==> config.mk <==
export PLATFORM = sky130hd
export DESIGN_NAME = addsub_pipe
export DESIGN_NICKNAME = d
export VERILOG_FILES = /design/src/rtl/addsub_pipe.sv
export SDC_FILE = /design/constraint.sdc
export NUM_CORES = 1
export LEC_CHECK = 0
export ABC_AREA = 1
export CORE_ASPECT_RATIO = 0.8
export CORE_UTILIZATION = 45
export DETAILED_ROUTE_END_ITERATION = 8
export PLACE_DENSITY_LB_ADDON = 0.3
export SETUP_SLACK_MARGIN = 0.1
export SLEW_MARGIN = 0
export SYNTH_ARGS = -nofsm -noshare
export SYNTH_HDL_FRONTEND = slang
export SYNTH_SLANG_ARGS = --single-unit
export TNS_END_PERCENT = 50
==> constraint.sdc <==
create_clock -name clk -period 3.05 [get_ports clk]
set_clock_uncertainty 0.15 [all_clocks]
set_input_delay 0.305 -clock clk [delete_from_list [all_inputs] [get_ports clk]]
set_output_delay 0.305 -clock clk [all_outputs]
set_load 0.05 [all_outputs]
==> src/rtl/addsub_pipe.sv <==
`default_nettype none
// ============================================================================
//  Module  : addsub_pipe
//  Brief   : Segmented, pipelined two's-complement add/sub with stream
//            handshake, optional signed saturation and carry/ovf/zero/neg flags.
//  Rev     : 1.0
// ============================================================================
module addsub_pipe #(
   parameter int WIDTH = 16,
   parameter int SEG   = 4
) (
   input  logic             clk,
   input  logic             rst,
   input  logic             in_valid,
   output logic             in_ready,
   input  logic [WIDTH-1:0] in_a,
   input  logic [WIDTH-1:0] in_b,
   input  logic             in_op,
   input  logic             in_cin,
   input  logic             in_sat,
   output logic             out_valid,
   input  logic             out_ready,
   output logic [WIDTH-1:0] out_result,
   output logic             out_cout,
   output logic             out_ovf,
   output logic             out_zero,
   output logic             out_neg
);

   // WIDTH must be a whole multiple of SEG.
   localparam int c_STAGES = WIDTH / SEG;
   localparam int c_LAST   = c_STAGES - 1;
   localparam int c_NMID   = (c_STAGES > 1) ? c_STAGES - 1 : 1;

   localparam logic [WIDTH-1:0] c_MAXPOS = {1'b0, {(WIDTH-1){1'b1}}};
   localparam logic [WIDTH-1:0] c_MINNEG = {1'b1, {(WIDTH-1){1'b0}}};

   // Stage inputs (from the ports for stage 0, from the previous register otherwise)
   logic [WIDTH-1:0] w_a   [c_STAGES];
   logic [WIDTH-1:0] w_b   [c_STAGES];
   logic [WIDTH-1:0] w_s   [c_STAGES];
   logic             w_c   [c_STAGES];
   logic             w_sat [c_STAGES];
   logic             w_v   [c_STAGES];
   logic [SEG:0]     w_seg [c_STAGES];
   logic [WIDTH-1:0] w_sn  [c_STAGES];

   logic [WIDTH-1:0] r_a   [c_NMID];
   logic [WIDTH-1:0] r_b   [c_NMID];
   logic [WIDTH-1:0] r_s   [c_NMID];
   logic             r_c   [c_NMID];
   logic             r_sat [c_NMID];
   logic             r_v   [c_NMID];

   logic             r_out_valid;
   logic [WIDTH-1:0] r_out_result;
   logic             r_out_cout;
   logic             r_out_ovf;
   logic             r_out_zero;
   logic             r_out_neg;

   logic             w_adv;
   logic [WIDTH-1:0] w_raw;
   logic             w_cout;
   logic             w_ovf;
   logic [WIDTH-1:0] w_res;

   assign w_adv    = !r_out_valid | out_ready;
   assign in_ready = w_adv;

   generate
      for (genvar k = 0; k < c_STAGES; k++) begin : g_stage
         if (k == 0) begin : g_first
            assign w_a[k]   = in_a;
            assign w_b[k]   = in_b ^ {WIDTH{in_op}};
            assign w_s[k]   = '0;
            assign w_c[k]   = in_cin;
            assign w_sat[k] = in_sat;
            assign w_v[k]   = in_valid;
         end else begin : g_next
            assign w_a[k]   = r_a[k-1];
            assign w_b[k]   = r_b[k-1];
            assign w_s[k]   = r_s[k-1];
            assign w_c[k]   = r_c[k-1];
            assign w_sat[k] = r_sat[k-1];
            assign w_v[k]   = r_v[k-1];
         end

         assign w_seg[k] = {1'b0, w_a[k][k*SEG +: SEG]}
                         + {1'b0, w_b[k][k*SEG +: SEG]}
                         + {{SEG{1'b0}}, w_c[k]};
         // Bits above this segment are still zero, so OR merges the new slice.
         assign w_sn[k]  = w_s[k] | (WIDTH'(w_seg[k][SEG-1:0]) << (k*SEG));
      end
   endgenerate

   assign w_raw  = w_sn[c_LAST];
   assign w_cout = w_seg[c_LAST][SEG];
   // Carry into the MSB is a^b^sum at that bit; overflow is it XOR carry-out.
   assign w_ovf  = w_a[c_LAST][WIDTH-1] ^ w_b[c_LAST][WIDTH-1] ^ w_raw[WIDTH-1] ^ w_cout;

   always_comb begin
      w_res = w_raw;
      if (w_sat[c_LAST] && w_ovf) begin
         w_res = w_raw[WIDTH-1] ? c_MAXPOS : c_MINNEG;
      end
   end

   always_ff @(posedge clk) begin
      if (rst) begin
         for (int k = 0; k < c_NMID; k++) begin
            r_v[k]   <= 1'b0;
            r_a[k]   <= '0;
            r_b[k]   <= '0;
            r_s[k]   <= '0;
            r_c[k]   <= 1'b0;
            r_sat[k] <= 1'b0;
         end
         r_out_valid  <= 1'b0;
         r_out_result <= '0;
         r_out_cout   <= 1'b0;
         r_out_ovf    <= 1'b0;
         r_out_zero   <= 1'b0;
         r_out_neg    <= 1'b0;
      end else if (w_adv) begin
         for (int k = 0; k < c_NMID; k++) begin
            r_v[k]   <= w_v[k];
            r_a[k]   <= w_a[k];
            r_b[k]   <= w_b[k];
            r_s[k]   <= w_sn[k];
            r_c[k]   <= w_seg[k][SEG];
            r_sat[k] <= w_sat[k];
         end
         r_out_valid  <= w_v[c_LAST];
         r_out_result <= w_res;
         r_out_cout   <= w_cout;
         r_out_ovf    <= w_ovf;
         r_out_zero   <= (w_res == '0);
         r_out_neg    <= w_res[WIDTH-1];
      end
   end

   assign out_valid  = r_out_valid;
   assign out_result = r_out_result;
   assign out_cout   = r_out_cout;
   assign out_ovf    = r_out_ovf;
   assign out_zero   = r_out_zero;
   assign out_neg    = r_out_neg;

endmodule
`default_nettype wire
==> impl_metrics.env <==
export IMPL_maxCapViolCount=0
export IMPL_synth_enable_flop_cells=81
export IMPL_wl_met2_mm=3.20
export IMPL_vias=2993
export IMPL_rsz0062_at_grt="no"
export IMPL_synthXorXnorAreaFrac_pct=2.97
export IMPL_crit_arrival_ns=2.53
export IMPL_port_buffers=60
export IMPL_dp_cells=665
export IMPL_status="completed"
export IMPL_first_global_vias=2846
export IMPL_dpl_hpwl_mm=5.03
export IMPL_ys_seq_area_share_pct=60.0
export IMPL_die_w_um=116
export IMPL_grt_usage_pct=15.1
export IMPL_clock_sinks=101
export IMPL_grt_pass1_wl_mm=12.5
export IMPL_grt_max_degree=40
export IMPL_whs_path_depth=2
export IMPL_highest_layer="met4"
export IMPL_synthCells=476
export IMPL_yosys_area_share_simple_pct=19.2
export IMPL_htreeDepth=3
export IMPL_synth_fa_ha_area_share_pct=6.58
export IMPL_wl_met3_um=381
export IMPL_path_clk_slew_ns=0.07
export IMPL_yosys_warnings=0
export IMPL_num_nets_final=595
export IMPL_antenna_found_initial=0
export IMPL_synth_top_cells_by_count="89 x nand2_1, 85 x nor2_1, 84 x inv_1, 81 x edfxtp_1, 30 x nand3_1"
export IMPL_power_density_nw_per_um2=565
export IMPL_firstDrtPassIters=4
export IMPL_placementRows=33
export IMPL_synth_compound_area_share_pct=2.15
export IMPL_drcViolationCount=0
export IMPL_p_leak_nw=2.63
export IMPL_core_area_um2=10200
export IMPL_final_period_utilization_pct=80.1
export IMPL_ys_seq_elements=101
export IMPL_postSynthAreaPerCell_um2=9.91
export IMPL_avgRoutedWirePerCell_um=10.6
export IMPL_placed_cell_area_um2=5480
export IMPL_via_per_inst=4.40
export IMPL_synth_ff_type="edfxtp_1"
export IMPL_synth_cell_type_count=24
export IMPL_clk_latency_ns=0.34
export IMPL_tns_ns=0
export IMPL_holdBufCountCts=0
export IMPL_finalHoldViolCount=0
export IMPL_cts_resized=0
export IMPL_syn_nets=535
export IMPL_yosys_top_cells_area="edfxtp_1 52%, dfxtp_1 8.5%, nand2_1 7.1%"
export IMPL_post_synth_top_count_cell="nand2_1"
export IMPL_ios=61
export IMPL_worstRegToRegCells=10
export IMPL_fin_crit_ns=2.44
export IMPL_overflow=0
export IMPL_clock_root_buffer="clkbuf_16"
export IMPL_diodes=0
export IMPL_dieArea_um2=10900
export IMPL_tightest_slew_ns=0.628
export IMPL_slew_viol_final=0
export IMPL_startpoint_type="flop"
export IMPL_cts_tree="built"
export IMPL_drtIter0Drc=139
export IMPL_fmax_ghz=0.410
export IMPL_die_y_um=93.6
export IMPL_crit_type="flop to flop"
export IMPL_post_cts_buffers=0
export IMPL_synth_top_cell_area_share_pct=51.6
export IMPL_synth_top_family_by_area="simple AND/OR/NAND/NOR gates"
export IMPL_cp_max_fo=17
export IMPL_drt_met1_wl_mm=3.53
export IMPL_post_route_cell_area_um2=5800
export IMPL_r2r_slack_ns=0.61
export IMPL_ant_nets=0
export IMPL_cts_buffers_inserted=9
export IMPL_crit_path_end_kind="flop"
export IMPL_cts_buffer_depth=2
export IMPL_synth_area_leader_cell="edfxtp_1"
export IMPL_cp_required_ns=3.14
export IMPL_syn2layout_area_growth_pct=23.0
export IMPL_hold_class="flop to flop"
export IMPL_setup_viol=0
export IMPL_place_congestion=0.772
export IMPL_initial_core_util_pct=46.1
export IMPL_netlist_area_um2=4720
export IMPL_n_fill_cell=912
export IMPL_instances_no_fill=681
export IMPL_ir_drop_mv=0.330
export IMPL_drive_above_1_share_pct=6.65
export IMPL_ys_async_sr_fraction_pct=0
export IMPL_routed_wl_mm=7.22
export IMPL_muxShareOfSynthArea_pct=0
export IMPL_max_slew_margin_pct=58.1
==> final timing paths <==
| path | startpoint | end |
|---|---|---|
| max reg2reg | r_c[0][2]$_SDFFCE_PN0P_ | out_result[0]$_SDFFE_PP0P_ |
| min | r_v[2]$_SDFFCE_PN0P_ | out_valid$_SDFFE_PP0P_ |
| min reg2reg | r_v[2]$_SDFFCE_PN0P_ | out_valid$_SDFFE_PP0P_ |
| max | r_c[0][2]$_SDFFCE_PN0P_ | out_result[0]$_SDFFE_PP0P_ |
==> flip-flops by register name (all words and copies together), names as in the netlist <==
register / cells
r_a: 24
r_b: 24
r_s: 24
out_result: 15
r_c: 3
r_sat: 3
r_v: 3
out_cout: 1
out_neg: 1
out_ovf: 1
out_valid: 1
out_zero: 1
==> where the power goes <==
group / switching (mW) / internal [mW]
logic: 0.236 / 0.174
registers: 0.0403 / 1.60
clock network: 0.495 / 0.733
==> cell families (layout without fill, tap and decap cells) <==
group	Yosys count	in the layout
buffers and inverters	104	169
adder cells (fa/ha/maj)	20	20
flip-flops	101	101
XOR/XNOR	16	16
AND/OR/NAND/NOR	216	216
AO/OA/AOI/OAI	19	19
==> layout make-up <==
type,instances,area [um2],area share (%)
clock buffer,10,229,3.95
clock inverter,6,97.6,1.68
inverter,85,319,5.50
multi-input combinational,271,1470,25.3
sequential,101,2830,48.8
tap,140,175,3.02
timing repair buffer,68,683,11.8
==> placed cells by master, fill, tap and decap left out, types with 9 or more instances in the layout <==
cell / n
clkdlybuf4s50_1: 59
inv_1: 84
a21oi_1: 11
ha_1: 12
xnor2_1: 13
dfxtp_1: 20
nand2_1: 88
edfxtp_1: 81
nor2_1: 85
clkbuf_16: 9
nand3_1: 30
==> routing by layer <==
metal	vias up	track usage [%]
met3	8	4.21
met2	81	25.2
met5	-	0
met4	0	5.56
met1	1295	18.7
li1	1609	-
==> per-stage QoR <==
stage	power (mW)	hold slack (ns)	utilization [%]	setup slack, ns
after floorplan	1.94	0.270	-	0.645
after global placement	2.07	0.292	53.5	0.671
after detailed placement	2.08	0.304	53.5	0.609
after CTS	3.31	0.320	56.7	0.606
after global routing	3.42	0.338	56.7	0.455
final	3.28	0.312	56.7	0.608
==> worst max-delay path: stages, from the launching register on <==
cell	delay [ns]
edfxtp_1	0.40
fa_1	0.49
fa_1	0.43
nand3_1	0.12
nand3_1	0.10
nand2_1	0.13
nand3_4	0.18
nand2_1	0.17
nand2_2	0.06
nand2_1	0.07
nand2_1	0.04
Note: power is estimated with default switching activity, not from simulation.
